File: config.mk
export PLATFORM = sky130hd
export DESIGN_NAME = serial_frame_rx_flat
export DESIGN_NICKNAME = d
export VERILOG_FILES = /design/src/rtl/serial_frame_rx_if.sv /design/src/rtl/serial_frame_rx.sv /design/src/flat_wrapper.sv
export SDC_FILE = /design/constraint.sdc
export NUM_CORES = 1
export LEC_CHECK = 0
export CORE_UTILIZATION = 33
export DETAILED_ROUTE_END_ITERATION = 7
export MAX_ROUTING_LAYER = met4
export PLACE_DENSITY = 0.53
export SYNTH_ARGS = -nofsm -noshare
export SYNTH_HDL_FRONTEND = slang
export SYNTH_SLANG_ARGS = --single-unit
File: constraint.sdc
create_clock -name clk -period 1.54 [get_ports clk]
set_input_delay 0.308 -clock clk [delete_from_list [all_inputs] [get_ports clk]]
set_output_delay 0.308 -clock clk [all_outputs]
set_load 0.02 [all_outputs]
File: src/rtl/serial_frame_rx_if.sv
// Bundle of the serial-frame receiver's bit-stream inputs and word/status outputs.
// master drives the bit stream; slave is the receiver.
interface serial_frame_rx_if #(
  parameter int unsigned WIDTH = 8
);
  logic             sin;
  logic             en;
  logic [WIDTH-1:0] data_out;
  logic             valid;
  logic             frame_err;
  logic             parity_err;
  logic             busy;

  modport master (
    output sin, en,
    input  data_out, valid, frame_err, parity_err, busy
  );

  modport slave (
    input  sin, en,
    output data_out, valid, frame_err, parity_err, busy
  );
endinterface

File: src/rtl/serial_frame_rx.sv
// Negedge-clocked receiver for start/data(LSB first)/[parity]/stop serial frames.
// Optional even-parity bit enabled by `define SERIAL_FRAME_RX_PARITY_EN.
module serial_frame_rx #(
  parameter int unsigned WIDTH = 8
) (
  input  logic              clk,
  input  logic              clr_n,
  serial_frame_rx_if.slave  bus
);
  localparam int unsigned CNT_W = $clog2(WIDTH + 1);

  typedef enum logic [1:0] {
    IDLE   = 2'd0,
    DATA   = 2'd1,
    PARITY = 2'd2,
    STOP   = 2'd3
  } state_t;

  state_t           state;
  logic [CNT_W-1:0] bitcnt;
  logic [WIDTH-1:0] shift;
  logic [WIDTH-1:0] data_q;
  logic             valid_q;
  logic             frame_err_q;
  logic             busy_q;
`ifdef SERIAL_FRAME_RX_PARITY_EN
  logic             par_bit;
  logic             parity_err_q;
`endif

  // Frame FSM; pulses default low every edge so they never outlast one clock.
  always_ff @(negedge clk or negedge clr_n) begin
    if (!clr_n) begin
      state        <= IDLE;
      bitcnt       <= '0;
      shift        <= '0;
      data_q       <= '0;
      valid_q      <= 1'b0;
      frame_err_q  <= 1'b0;
      busy_q       <= 1'b0;
`ifdef SERIAL_FRAME_RX_PARITY_EN
      par_bit      <= 1'b0;
      parity_err_q <= 1'b0;
`endif
    end else begin
      valid_q      <= 1'b0;
      frame_err_q  <= 1'b0;
`ifdef SERIAL_FRAME_RX_PARITY_EN
      parity_err_q <= 1'b0;
`endif
      if (bus.en) begin
        case (state)
          IDLE: begin
            if (!bus.sin) begin
              state  <= DATA;
              bitcnt <= '0;
              busy_q <= 1'b1;
            end
          end
          DATA: begin
            shift <= {bus.sin, shift[WIDTH-1:1]};
            if (bitcnt == CNT_W'(WIDTH - 1)) begin
`ifdef SERIAL_FRAME_RX_PARITY_EN
              state <= PARITY;
`else
              state <= STOP;
`endif
            end else begin
              bitcnt <= bitcnt + CNT_W'(1);
            end
          end
          PARITY: begin
`ifdef SERIAL_FRAME_RX_PARITY_EN
            par_bit <= bus.sin;
`endif
            state <= STOP;
          end
          STOP: begin
            // A zero stop bit is an error, never a new start bit.
            if (bus.sin) begin
              data_q  <= shift;
              valid_q <= 1'b1;
`ifdef SERIAL_FRAME_RX_PARITY_EN
              parity_err_q <= (^shift) ^ par_bit;
`endif
            end else begin
              frame_err_q <= 1'b1;
            end
            state  <= IDLE;
            busy_q <= 1'b0;
          end
          default: begin
            state  <= IDLE;
            busy_q <= 1'b0;
          end
        endcase
      end
    end
  end

  assign bus.data_out  = data_q;
  assign bus.valid     = valid_q;
  assign bus.frame_err = frame_err_q;
  assign bus.busy      = busy_q;
`ifdef SERIAL_FRAME_RX_PARITY_EN
  assign bus.parity_err = parity_err_q;
`else
  assign bus.parity_err = 1'b0;
`endif
endmodule

File: src/flat_wrapper.sv
// flat-port wrapper written by rule: the top's interface ports become plain ports
module serial_frame_rx_flat 
#(
  parameter int unsigned WIDTH = 8
)
  (clk, clr_n, bus_sin, bus_en, bus_data_out, bus_valid, bus_frame_err, bus_parity_err, bus_busy);
  serial_frame_rx_if #(.WIDTH(WIDTH)) bus_i ();
  input  logic clk;
  input  logic clr_n;
  input wire logic [$bits(bus_i.sin)-1:0] bus_sin;
  input wire logic [$bits(bus_i.en)-1:0] bus_en;
  output wire logic [$bits(bus_i.data_out)-1:0] bus_data_out;
  output wire logic [$bits(bus_i.valid)-1:0] bus_valid;
  output wire logic [$bits(bus_i.frame_err)-1:0] bus_frame_err;
  output wire logic [$bits(bus_i.parity_err)-1:0] bus_parity_err;
  output wire logic [$bits(bus_i.busy)-1:0] bus_busy;
  assign bus_i.sin = bus_sin;
  assign bus_i.en = bus_en;
  assign bus_data_out = bus_i.data_out;
  assign bus_valid = bus_i.valid;
  assign bus_frame_err = bus_i.frame_err;
  assign bus_parity_err = bus_i.parity_err;
  assign bus_busy = bus_i.busy;
  serial_frame_rx #(.WIDTH(WIDTH)) u_core (.clk(clk), .clr_n(clr_n), .bus(bus_i));
endmodule
==> impl_metrics.yaml <==
status:
  status: "finished, violations left"
  violations: "negative setup slack"
cts:
  numCtsBuffers: 3
  cts_tree: "done"
  hold_buffers: 0
  htreeDepth: 1
  cts_buffer_depth: 2
  clkSinkCount: 25
  clk_pin_slew_ns: 0.09
  clock_latency_ns: 0.31
  cts_root_buffer: "clkbuf_4"
logic_synthesis:
  ys_seq_area_share_pct: 57.6
  syn_avg_cell_area_um2: 13.1
  syn-instance-count: 83
  ys_ff_latch: 25
  synth_nets: 91
  synthDistinctLibCells: 25
  yosysWarnings: 0
  synthesis.area_mm2: 0.00109
die:
  die_w_um: 59.4
  num_rows: 20
  start_util_pct: 35.3
  fp.dieH_um: 59.4
  die-area_mm2: 0.00352
  io-pin-count: 16
  placeableCoreArea_mm2: 0.00308
global_routing:
  grt_pass1_wl_um: 3800
  grt_usage_pct: 15.2
  grt_pass1_vias: 825
  antenna_found_initial: 0
  grt_max_degree: 26
  global_route.overflow_total: 0
route:
  routedWlPerCell_um: 13.2
  firstDrtPassIters: 4
  detail-route-antenna-nets: 0
  drtIter0Drc: 12
  avgViaCountPerCell: 4.77
  vias: 811
  route.detailed.drc: 0
  finalWirelength_um: 2240
critical_path:
  reg2reg_slack_ns: 0.03
  crit_type: "reg -> out"
  cp.arrival_ns: 1.65
  required_ns: 1.23
  crit_fanout: 2
  cpPeakStageDelay_ns: 0.45
  crit_start: "u_core.bus.data_out[7]"
  startpoint_type: "register"
  regToRegStartpoint: "u_core.state[1]"
  path_buf_inv: 1
  endpoint_kind: "output pin"
  critical-path-top-delay-family: "flip-flops"
  crit_slowest_cell: "dfrtn_1"
  path_cells: "buf_6"
timing:
  final.setup.worst_slack_ns: -0.416
  hold_viol_final: 0
  rsz0062_at_grt: "yes"
  skew_ns: 0.00249
  slew_violations: 0
  setup_violations: 33
run:
  drv_cap: 0
place:
  place_area_mm2: 0.00153
  port-buffer-count: 14
  gp_congestion: 0.872
  hpwlAfterDp_um: 1520
  dp_cells: 159
power_and_ir_drop:
  peakVddDrop_mv: 0.739
  leakagePower_nw: 0.825
  cellPowerDensity_mw_per_mm2: 1990
worst_hold_path:
  hold_path.class: "reg -> reg"
  min_from: "u_core.shift[7]"
layout:
  most-common-layout-cells: "dfrtn_1 (25), buf_4 (20), mux2_4 (17)"
  stdcell_count: 170
  antennaDiodeCount: 0
  postLayoutCellArea_mm2: 0.00171
  final_common_cell: "dfrtn_1"
  area_delta_synth_final_pct: 57.8
  nNetsFinal: 135
  drive_above_1_share_pct: 58.7
[report_power, final]
| group | internal [mW] | total [mW] | switching (mW) |
|---|---|---|---|
| registers | 0.989 | 1.23 | 0.238 |
| logic | 1.15 | 1.89 | 0.744 |
| clock network | 0.0972 | 0.287 | 0.190 |
| total | 2.23 | 3.40 | 1.17 |
[synth_stat cells]
| master | n | share of area [%] |
|---|---|---|
| a21boi_1 | 1 | 0.69 |
| buf_4 | 1 | 0.69 |
| o21ai_0 | 3 | 1.4 |
| nand3_2 | 1 | 0.92 |
| nor2_1 | 3 | 1.0 |
| nand3b_1 | 2 | 1.4 |
| nand2_1 | 4 | 1.4 |
| mux2i_1 | 1 | 0.92 |
| mux2_2 | 16 | 17 |
| inv_1 | 3 | 1.0 |
| mux2_1 | 1 | 1.0 |
| buf_2 | 1 | 0.46 |
| nor3_1 | 1 | 0.46 |
| o211ai_1 | 2 | 1.4 |
| dfrtn_1 | 25 | 58 |
| conb_1 | 1 | 0.35 |
| ha_1 | 4 | 4.6 |
| a21oi_1 | 4 | 1.8 |
| a21oi_2 | 1 | 0.81 |
| a21bo_2 | 1 | 0.92 |
| nand4b_1 | 1 | 0.81 |
| nand3_1 | 2 | 0.92 |
| or3b_1 | 1 | 0.81 |
| nand4_1 | 2 | 1.2 |
| o311ai_1 | 1 | 0.81 |
[per-layer routing]
| layer | wire [µm] | track usage (%) | vias up |
|---|---|---|---|
| met1 | 1000 | 19.5 | 406 |
| met3 | 79 | 2.62 | 4 |
| met5 | 0 | - | - |
| li1 | - | - | 385 |
| met4 | 31 | 5.10 | 0 |
| met2 | 1130 | 24.4 | 16 |
[flip-flops by register name, summed over array words and instances, names as in the netlist]
name and cells:
u_core.bitcnt 4, u_core.bus.busy 1, u_core.bus.data_out 8, u_core.bus.frame_err 1
u_core.bus.valid 1, u_core.shift 8, u_core.state 2
[cell families after synthesis]
| logic type | Yosys count | share of synthesized area, % |
|---|---|---|
| multiplexers | 18 | 18.5 |
| AO/OA/AOI/OAI | 13 | 7.83 |
| flip-flops | 25 | 57.6 |
| adder cells (fa/ha/maj) | 4 | 4.61 |
| buffers and inverters | 5 | 2.19 |
| other | 1 | 0.345 |
| AND/OR/NAND/NOR | 17 | 8.87 |
[final cells by class]
type	instances	area [µm²]
Tap cell	44	55.1
Inverter	3	11.3
Timing Repair Buffer	40	399
Sequential cell	25	626
Fill cell	279	1360
Clock buffer	3	22.5
Multi-Input combinational cell	54	596
Clock inverter	1	5.00
[through the flow]
stage          TNS (ns)  setup WS [ns]  power, mW  util [%]  hold slack (ns)
2_1_floorplan     -3.28         -0.382       2.14         -            0.442
3_3_place_gp     -26.79         -0.962       2.80      49.8            0.455
3_5_place_dp     -27.35         -0.968       2.84      49.8            0.460
4_1_cts           -5.28         -0.428       3.39      54.6            0.481
5_1_grt           -5.64         -0.473       3.64      55.7            0.499
6_report          -5.19         -0.416       3.40      55.7            0.483
[timing repair]
item,4_1_cts,5_1_grt
setup endpoints to repair,36,34
setup buffers,4,2
gates cloned,1,0
pin swaps,12,3
resized for setup,95,5
[worst paths after layout]
check | cells after the start | to
worst max register to register | 5 | u_core.state[1]
worst max-delay path | 1 | bus_data_out[7]
worst min-delay path | 1 | u_core.shift[6]
max in group asynchronous | 2 | u_core.bus.frame_err
worst min register to register | 1 | u_core.shift[6]
min in group asynchronous | 2 | u_core.state[1]
(Power assumes the default switching activity.)
